## config.mk

```make
export PLATFORM = sky130hd
export DESIGN_NAME = desc_grant_dispatcher_flat
export DESIGN_NICKNAME = d
export VERILOG_FILES = /design/src/rtl/desc_grant_dispatcher_if.sv /design/src/rtl/desc_grant_dispatcher.sv /design/src/flat_wrapper.sv
export SDC_FILE = /design/constraint.sdc
export NUM_CORES = 1
export LEC_CHECK = 0
export ABC_AREA = 1
export CAP_MARGIN = 20
export CORE_AREA = 2 2 78 117
export DETAILED_ROUTE_END_ITERATION = 10
export DIE_AREA = 0 0 80 119
export PLACE_DENSITY_LB_ADDON = 0.05
export SLEW_MARGIN = 40
export SYNTH_ARGS = -nofsm -noshare
export SYNTH_HDL_FRONTEND = slang
export SYNTH_SLANG_ARGS = --single-unit
```

## constraint.sdc

```tcl
create_clock -name clk -period 3.15 [get_ports clk]
set_clock_uncertainty 0.15 [all_clocks]
set_input_delay 0.63 -clock clk [delete_from_list [all_inputs] [get_ports clk]]
set_output_delay 0.63 -clock clk [all_outputs]
set_load 0.02 [all_outputs]
```

## src/rtl/desc_grant_dispatcher_if.sv

```systemverilog
// Descriptor grant bus: channel requests/acks plus the engine valid/ready/done handshake.
interface desc_grant_dispatcher_if #(
  parameter int unsigned NUMDESC = 8,
  parameter int unsigned IDXW    = 3
);
  logic [NUMDESC-1:0] req;
  logic [NUMDESC-1:0] ack;
  logic               ack_err;
  logic               eng_valid;
  logic               eng_ready;
  logic [NUMDESC-1:0] eng_grant;
  logic [IDXW-1:0]    eng_idx;
  logic               eng_done;
  logic [NUMDESC-1:0] last_grant;
  logic               busy;

  // Channels and engine side
  modport master (
    output req, eng_ready, eng_done,
    input  ack, ack_err, eng_valid, eng_grant, eng_idx, last_grant, busy
  );

  // Dispatcher side
  modport slave (
    input  req, eng_ready, eng_done,
    output ack, ack_err, eng_valid, eng_grant, eng_idx, last_grant, busy
  );
endinterface

```

## src/rtl/desc_grant_dispatcher.sv

```systemverilog
// Round-robin descriptor dispatcher: picks a requesting channel, offers it to the
// DMA engine, waits for completion or watchdog expiry, then acks the channel.
module desc_grant_dispatcher #(
  parameter int unsigned NUMDESC = 8,
  parameter int unsigned IDXW    = 3,
  parameter int unsigned TIMEOUT = 1023
) (
  input  logic                  clk,
  input  logic                  rst_n,
  desc_grant_dispatcher_if.slave bus
);

  localparam int unsigned     WDW     = 16;
  localparam bit              WD_EN   = (TIMEOUT != 0);
  localparam logic [WDW-1:0]  WD_LAST = WDW'((TIMEOUT == 0) ? 0 : (TIMEOUT - 1));

  typedef enum logic [1:0] {
    ST_IDLE,
    ST_ISSUE,
    ST_WAIT_DONE,
    ST_RELEASE
  } state_t;

  state_t             r_state, w_state_nxt;
  logic [NUMDESC-1:0] r_grant, w_grant_nxt;
  logic [IDXW-1:0]    r_idx, w_idx_nxt;
  logic [NUMDESC-1:0] r_last, w_last_nxt;
  logic [NUMDESC-1:0] r_mask, w_mask_nxt;
  logic [WDW-1:0]     r_wd, w_wd_nxt;
  logic [NUMDESC-1:0] r_ack, w_ack_nxt;
  logic               r_ack_err, w_ack_err_nxt;
  logic               r_valid, w_valid_nxt;
  logic               r_busy, w_busy_nxt;

  logic [NUMDESC-1:0] w_eff;
  logic [NUMDESC-1:0] w_sel_oh;
  logic [IDXW-1:0]    w_sel_idx;
  logic               w_found;

  assign w_eff = bus.req & ~r_mask;

  // Round-robin pick: first eff_req bit strictly above last_grant, wrapping; bit 0 first when last_grant is 0
  always_comb begin
    int unsigned v_start;
    int unsigned v_j;
    w_sel_oh  = '0;
    w_sel_idx = '0;
    w_found   = 1'b0;
    v_start   = NUMDESC - 1;
    v_j       = 0;
    for (int unsigned i = 0; i < NUMDESC; i++) begin
      if (r_last[IDXW'(i)]) v_start = i;
    end
    for (int unsigned k = 1; k <= NUMDESC; k++) begin
      v_j = (v_start + k) % NUMDESC;
      if (!w_found && w_eff[IDXW'(v_j)]) begin
        w_found              = 1'b1;
        w_sel_oh[IDXW'(v_j)] = 1'b1;
        w_sel_idx            = IDXW'(v_j);
      end
    end
  end

  // Next-state and next-output computation
  always_comb begin
    w_state_nxt   = r_state;
    w_grant_nxt   = r_grant;
    w_idx_nxt     = r_idx;
    w_last_nxt    = r_last;
    w_mask_nxt    = r_mask;
    w_wd_nxt      = r_wd;
    w_ack_nxt     = '0;
    w_ack_err_nxt = 1'b0;
    case (r_state)
      ST_IDLE: begin
        w_mask_nxt = '0;
        if (w_found) begin
          w_grant_nxt = w_sel_oh;
          w_idx_nxt   = w_sel_idx;
          w_state_nxt = ST_ISSUE;
        end
      end
      ST_ISSUE: begin
        if (bus.eng_ready) begin
          w_wd_nxt    = '0;
          w_state_nxt = ST_WAIT_DONE;
        end
      end
      ST_WAIT_DONE: begin
        w_wd_nxt = r_wd + WDW'(1);
        if (bus.eng_done) begin
          w_ack_nxt   = r_grant;
          w_state_nxt = ST_RELEASE;
        end else if (WD_EN && (r_wd == WD_LAST)) begin
          w_ack_nxt     = r_grant;
          w_ack_err_nxt = 1'b1;
          w_state_nxt   = ST_RELEASE;
        end
      end
      ST_RELEASE: begin
        w_last_nxt  = r_grant;
        w_mask_nxt  = r_grant;
        w_grant_nxt = '0;
        w_idx_nxt   = '0;
        w_state_nxt = ST_IDLE;
      end
      default: w_state_nxt = ST_IDLE;
    endcase
    w_valid_nxt = (w_state_nxt == ST_ISSUE);
    w_busy_nxt  = (w_state_nxt != ST_IDLE);
  end

  // State and registered outputs
  always_ff @(posedge clk or negedge rst_n) begin
    if (!rst_n) begin
      r_state   <= ST_IDLE;
      r_grant   <= '0;
      r_idx     <= '0;
      r_last    <= '0;
      r_mask    <= '0;
      r_wd      <= '0;
      r_ack     <= '0;
      r_ack_err <= 1'b0;
      r_valid   <= 1'b0;
      r_busy    <= 1'b0;
    end else begin
      r_state   <= w_state_nxt;
      r_grant   <= w_grant_nxt;
      r_idx     <= w_idx_nxt;
      r_last    <= w_last_nxt;
      r_mask    <= w_mask_nxt;
      r_wd      <= w_wd_nxt;
      r_ack     <= w_ack_nxt;
      r_ack_err <= w_ack_err_nxt;
      r_valid   <= w_valid_nxt;
      r_busy    <= w_busy_nxt;
    end
  end

  assign bus.ack        = r_ack;
  assign bus.ack_err    = r_ack_err;
  assign bus.eng_valid  = r_valid;
  assign bus.eng_grant  = r_grant;
  assign bus.eng_idx    = r_idx;
  assign bus.last_grant = r_last;
  assign bus.busy       = r_busy;

endmodule

```

## src/flat_wrapper.sv

```systemverilog
// flat-port wrapper written by rule: the top's interface ports become plain ports
module desc_grant_dispatcher_flat 
#(
  parameter int unsigned NUMDESC = 8,
  parameter int unsigned IDXW    = 3,
  parameter int unsigned TIMEOUT = 1023
)
  (clk, rst_n, bus_req, bus_eng_ready, bus_eng_done, bus_ack, bus_ack_err, bus_eng_valid, bus_eng_grant, bus_eng_idx, bus_last_grant, bus_busy);
  desc_grant_dispatcher_if #(.NUMDESC(NUMDESC), .IDXW(IDXW)) bus_i ();
  input  logic clk;
  input  logic rst_n;
  input wire logic [$bits(bus_i.req)-1:0] bus_req;
  input wire logic [$bits(bus_i.eng_ready)-1:0] bus_eng_ready;
  input wire logic [$bits(bus_i.eng_done)-1:0] bus_eng_done;
  output wire logic [$bits(bus_i.ack)-1:0] bus_ack;
  output wire logic [$bits(bus_i.ack_err)-1:0] bus_ack_err;
  output wire logic [$bits(bus_i.eng_valid)-1:0] bus_eng_valid;
  output wire logic [$bits(bus_i.eng_grant)-1:0] bus_eng_grant;
  output wire logic [$bits(bus_i.eng_idx)-1:0] bus_eng_idx;
  output wire logic [$bits(bus_i.last_grant)-1:0] bus_last_grant;
  output wire logic [$bits(bus_i.busy)-1:0] bus_busy;
  assign bus_i.req = bus_req;
  assign bus_i.eng_ready = bus_eng_ready;
  assign bus_i.eng_done = bus_eng_done;
  assign bus_ack = bus_i.ack;
  assign bus_ack_err = bus_i.ack_err;
  assign bus_eng_valid = bus_i.eng_valid;
  assign bus_eng_grant = bus_i.eng_grant;
  assign bus_eng_idx = bus_i.eng_idx;
  assign bus_last_grant = bus_i.last_grant;
  assign bus_busy = bus_i.busy;
  desc_grant_dispatcher #(.NUMDESC(NUMDESC), .IDXW(IDXW), .TIMEOUT(TIMEOUT)) u_core (.clk(clk), .rst_n(rst_n), .bus(bus_i));
endmodule
```

# Yosys cells after proc, flatten, opt, wreduce, memory -nomap -nowiden
# Index checks and enable logic that the tools add are counted.
dict set report totals {
  output_inout_bits 30
  wordCells 161
  reg_bits 56
  in_bits 12
}
dict set report op_classes {
  magnitude_cmp 16
  addsub 9
  n_reduce_logical 28
  bitwise 9
  n_eq_ne 7
  n_mux 82
}
# operator count
set op_table {}
lappend op_table {{8-bit two-way mux} 12}
lappend op_table {{8-bit OR} 7}
lappend op_table {{3-bit two-way mux} 17}
lappend op_table {{3-bit by 4-bit less-than comparator with 1-bit output (second input constant)} 8}
lappend op_table {{16-bit case mux with 2 select lines} 1}
lappend op_table {{8-bit case mux with 2 select lines} 2}
lappend op_table {{1-bit two-way mux} 27}
lappend op_table {{1-bit binary-select mux with 3-bit select} 8}
lappend op_table {{1-bit demux with 3-bit select} 8}
lappend op_table {{3-bit by 1-bit >= comparator with 1-bit output (second input constant)} 8}
lappend op_table {{16-bit by 1-bit adder with 16-bit output (second input constant)} 1}
lappend op_table {{16-bit by 10-bit == test with 1-bit output (second input constant)} 1}
lappend op_table {{16-bit two-way mux} 1}
lappend op_table {{1-bit logical AND} 15}
lappend op_table {{3-bit adder (second input constant)} 4}
lappend op_table {{8-bit bitwise AND} 1}
lappend op_table {{2-bit two-way mux} 4}
lappend op_table {{8-bit NOT} 1}
lappend op_table {{2-bit case mux with 4 select lines} 1}
lappend op_table {{1-bit logical NOT} 7}
lappend op_table {{3-bit by 1-bit adder with 3-bit output (second input constant)} 2}
lappend op_table {{3-bit by 2-bit adder with 3-bit output (second input constant)} 2}
lappend op_table {{3-bit case mux with 2 select lines} 1}
lappend op_table {{2-bit nonzero test} 3}
lappend op_table {{6 further kinds} 9}

# Logic depth before layout (Yosys ltp)
# Gate-level depths: netlist of run 1.
dict set report logic_depth {
  ltp_word 36
  ltp_mapped 27
  mapped_depth_nobuf 25
}

# Least setup slack after synthesis of run 1
# OpenSTA, ideal clock, no wires.
dict set report synth_path {
  path_type {reg-to-reg}
  from {register u_core.r_last[1], in the netlist u_core.bus.last_grant[1]}
  to {register u_core.r_grant[3], in the netlist u_core.bus.eng_grant[3]}
  setup_time_ps 117
  slack_ps -8
  n_path_buf 3
  required_time_ps 2883
  synth_period_minus_slack_ps 3158
  arrival_ps 2891
  stages_incl_launch_ff 27
  path_cell_list {dfrtp_1 > inv_2 > nand2_1 > nand2_1 > nand2_1 > nand2_2 > nand2_4 > nand2_8 > nand2_4 > buf_4 > clkbuf_1 > ha_1 > xor2_2 > inv_2 > nand3_2 > nand2_4 > buf_4 > nand3_1 > nand2_1 > clkinv_1 > nand2_1 > nor2_1 > nand2_1 > nor2_1 > nand3_1 > nand2_1 > nand2_1}
}
dict set report synth_between {
  elab_chain_cells 34
  word_cells_on_any_way 112
  cone_classes {add/sub (8); order compare (16); eq/ne (1); mux (57); bitwise (7); reduce/logical (23)}
}
# item line_no
set synth_rtl {}
lappend synth_rtl {{from (decl)} desc_grant_dispatcher.sv:27} ;# logic [NUMDESC-1:0] r_last, w_last_nxt;
lappend synth_rtl {{from (signal assigned)} desc_grant_dispatcher.sv:130} ;# r_last <= w_last_nxt;
lappend synth_rtl {{3-bit two-way mux * (7 in series)} desc_grant_dispatcher.sv:52} ;# if (r_last[IDXW'(i)]) v_start = i;
lappend synth_rtl {{branches (longest 27 deep; another with 3-bit by 4-bit less-than comparator with 1-bit output)} --}
lappend synth_rtl {{to (signal assigned)} desc_grant_dispatcher.sv:128} ;# r_grant <= w_grant_nxt;
lappend synth_rtl {{to (decl)} desc_grant_dispatcher.sv:25} ;# logic [NUMDESC-1:0] r_grant, w_grant_nxt;
# Every way passes the cells marked *. The select of a mux whose other input is x is not followed.
# A chain may end at the register's enable or synchronous reset.

# Worst setup path in the final report of run 1
dict set report layout_path {
  from {input port bus_eng_ready}
  to {register u_core.r_wd[13]}
}
dict set report layout_between {
  elab_chain_cells 2
}
# item line_no
set layout_rtl {}
lappend layout_rtl {{from (decl)} flat_wrapper.sv:13} ;# input wire logic [$bits(bus_i.eng_ready)-1:0] bus_eng_ready;
lappend layout_rtl {{2-bit != test (no line)} --}
lappend layout_rtl {{2-bit AND reduction (no line)} --}
lappend layout_rtl {{to (signal assigned)} desc_grant_dispatcher.sv:132} ;# r_wd <= w_wd_nxt;
lappend layout_rtl {{to (decl)} desc_grant_dispatcher.sv:29} ;# logic [WDW-1:0] r_wd, w_wd_nxt;
# Every way passes these cells.

==> results of run 1 <==
area by class of cell:
type                            instances  share of cell area (%)
Multi-Input combinational cell        489                    49.4
Clock buffer                            7                    2.95
Sequential cell                        56                    27.1
Timing Repair Buffer                   63                    11.1
Inverter                               93                    6.84
Tap cell                              110                    2.66
layout by cell type (no fill, tap or decap), types with 3 or more instances in the layout:
master / n
nand2_1: 156
nand3_1: 103
nor2_1: 84
inv_1: 75
dfrtp_1: 56
clkdlybuf4s50_1: 40
o21ai_0: 28
nand4_1: 21
buf_4: 21
a21oi_1: 20
nand2_2: 14
inv_2: 13
ha_1: 11
nand3_2: 10
nor3_1: 8
clkbuf_16: 5
nand2_4: 4
nor2_2: 3
nand3_4: 3
clkinv_1: 3
or2_1: 3
state kept, by name, indices dropped and copies added, names as in the netlist:
register               flops
u_core.bus.eng_grant       8
u_core.bus.eng_idx         3
u_core.bus.last_grant      8
u_core.bus.ack_err         1
u_core.bus.busy            1
u_core.r_wd               16
u_core.r_state             2
u_core.bus.eng_valid       1
u_core.r_mask              8
u_core.bus.ack             8
per-layer routing:
| metal | wire (um) | up-vias | global-route usage, % |
|---|---|---|---|
| li1 | - | 2222 | - |
| met1 | 4930 | 2073 | 33.0 |
| met2 | 6730 | 143 | 50.4 |
| met3 | 513 | 34 | 1.52 |
| met4 | 509 | 0 | 13.0 |
| met5 | 0 | - | 0 |
kinds of logic (layout without fill, tap and decap cells):
logic type,Yosys count,in the layout
buffers and inverters,112,163
AND/OR/NAND/NOR,421,421
AO/OA/AOI/OAI,54,54
flip-flops,56,56
XOR/XNOR,2,2
adder cells (fa/ha/maj),12,12
worst reg2reg max path: cells and delay by family (launching register included):
family	cells	cell delay (ps)
and+or+nand+nor	16	1640
xor gates and xnor gates	1	190
adders and majority gates	1	190
buffers and inverters	2	240
DFF	1	410
per-stage QoR:
step	TNS (ps)	std cells	utilization (%)	worst slack (ps)	hold WS (ps)
after floorplan	0	657	-	5.54	184
after global placement	0	810	57.5	37.6	319
after detailed placement	-24.1	810	57.5	-15.8	328
after CTS	0	817	59.3	70.3	212
after global routing	0	818	60.1	3.16	247
final	0	818	60.1	234	196
path summary, 6_finish.rpt:
kind                                                   endpoint                                  from  depth (start not counted)  slack (ps)
min in group clk                   u_core.r_mask[5]$_DFFE_PN0P_          u_core.r_mask[5]$_DFFE_PN0P_                          2         340
max reg2reg                 u_core.bus.eng_grant[6]$_DFFE_PN0P_  u_core.bus.last_grant[0]$_DFFE_PN0P_                         20         260
max                                 u_core.r_wd[13]$_DFFE_PN0P_                         bus_eng_ready                         15         230
min reg2reg                        u_core.r_mask[5]$_DFFE_PN0P_          u_core.r_mask[5]$_DFFE_PN0P_                          2         340
max in group asynchronous   u_core.bus.eng_grant[2]$_DFFE_PN0P_                                 rst_n                          2        2000
min                        u_core.bus.last_grant[0]$_DFFE_PN0P_                                 rst_n                          1         200
timing repair:
item                                    4_1_cts  5_1_grt
buffers inserted                              0        1
gates resized for setup                       0       14
endpoints found under the setup margin        0       14
==> key figures, run 1 <==
Run status
  • Status: finished clean

Placement
  • HPWL after detailed placement: slightly above 10,000 um
  • GPL Wtd Cong: 0.958
  • Placed inst area: 4960 um2
  • I/O Buffers: 41

Logic synthesis
  • Post-synthesis adder-cell area fraction: roughly 3.4%
  • Fraction of synthesized area in multiplexers: 0%
  • Ranking of synthesized cells by area: dfrtp_1, nand2_1, nand3_1
  • Compound-Gate Fraction of Synth Area: 6.81%
  • Cell Area, Synth: 4380 um2
  • Count leader, synth: nand2_1
  • Post-synth EDFFs: 0
  • Synth cell types: 40
  • Top FF cell, synth: dfrtp_1
  • Syn avg cell area: 6.66 um2
  • Simple-gate share of the synthesized area: 46.3%
  • Synthesis-stage register bit count: 56
  • Asr flop ratio synth: 100%
  • Commonest cells post-synth: nand2_1, nand3_1, nor2_1
  • Sequential share of the synthesized area: 32.0%
  • Warnings, synthesis: 0
  • Net Count, Synth: roughly 680
  • Synth top area share: 32.0%
  • XOR/XNOR Fraction of Synth Area: 0.743%
  • Largest family of logic cells by synthesized area: simple AND/OR/NAND/NOR gates
  • Leading area contributor after synthesis: dfrtp_1
  • Post-synthesis cell count: 657

Floorplan
  • Initial Util: between 50% and 60%
  • Die area: 9520 um2
  • Die height: 119 um
  • Core area: 8620 um2
  • Row count: 42
  • Die Span X: roughly 80 um
  • Boundary Pins: 42

Layout
  • Fin area: ~5200 um2
  • Multi-input gate area: ~2600 um2
  • Area Overhead vs Synth: 18.3%
  • Nets@finish: 732
  • N_diodes: 0
  • Register area: 1400 um2
  • Fillers: 851
  • Layout cells sized above 1: 12.7%

GRT
  • Vias in the first global route: 4,358
  • Largest net degree at the start of global routing: 28
  • First-pass GRT wire length: 21,100 um
  • GRT Total Usage: approximately 28%
  • Gr ovfl total: 0
  • Initial antenna violation count: 0

Detailed routing
  • 1st-iter DRT viols: 258
  • Routed length per placed instance: 15.5 um
  • Via Count: 4,472
  • Drt first pass iters: 5
  • WL final: 12,700 um
  • Vias/cell: 5.47
  • Final ANT Viol Nets: 0
  • DRC viols: 0

Timing
  • Final worst-path cycle share: 92.6%
  • Slew @ Worst Pin: 623 ps
  • Max Clock Freq: 0.343 GHz
  • # setup viols final: 0
  • Crit path time final: around 2900 ps
  • Unrepaired setup endpoints after global routing: no
  • Final Hold Vio Count: 0
  • Rel. slew slack: 58.4%
  • Max Slew Vio Count: 0

Clocking
  • Root Buffer: clkbuf_16
  • H-tree Lvls: 2
  • Num CTS Buffers: 5
  • CTS Buffer Depth: 2
  • Clock Sinks: 56
  • Worst-Skew Late Latency: 290 ps
  • Post-CTS Hold Fix Bufs: 0
  • Clock transition at the registers of the reported paths: approximately 70 ps
  • CTS tree: yes

Critical path
  • Critical-path cell list: clkdlybuf4s50_1 -> inv_1 -> nand2_1 -> o21ai_0 -> inv_1 -> nand4_1 -> nor2_1 -> nand2_1 -> nor3_1 -> and2_1 -> nand2_1 -> nor3_1 -> nand2_1 -> o21ai_0 -> a21oi_1
  • Worst EP arrival: 2940 ps
  • Crit-path max cell delay: 460 ps
  • Critical path type: input pin to flip-flop
  • CP Capture Type: flip-flop
  • Startpoint class of the critical path: input pin
  • Slowest CP cell: clkdlybuf4s50_1
  • Crit path top cell by count: nand2_1
  • Critical Path RT: about 3200 ps
  • CP Max Fanout: 5
  • Worst Path Buf+Inv: 3
  • Worst path top cell family by delay: simple AND/OR/NAND/NOR gates

Hold path
  • Hold Path Class: input pin to asynchronous set/reset pin

Job
  • Max-cap violation count: 0
Power of run 1 is not shown: default switching activity piles up to over one toggle a cycle in this logic, so the estimate is an artifact.
==> run 2: changes to the inputs <==
- ABC_CLOCK_PERIOD_IN_PS: not set -> 3150
- CAP_MARGIN: 20 -> not set
==> results of run 2 <==
Same layout as run 1: the final DEF is identical, and so are final timing and power.
Power of run 2 is left out for the same reason.
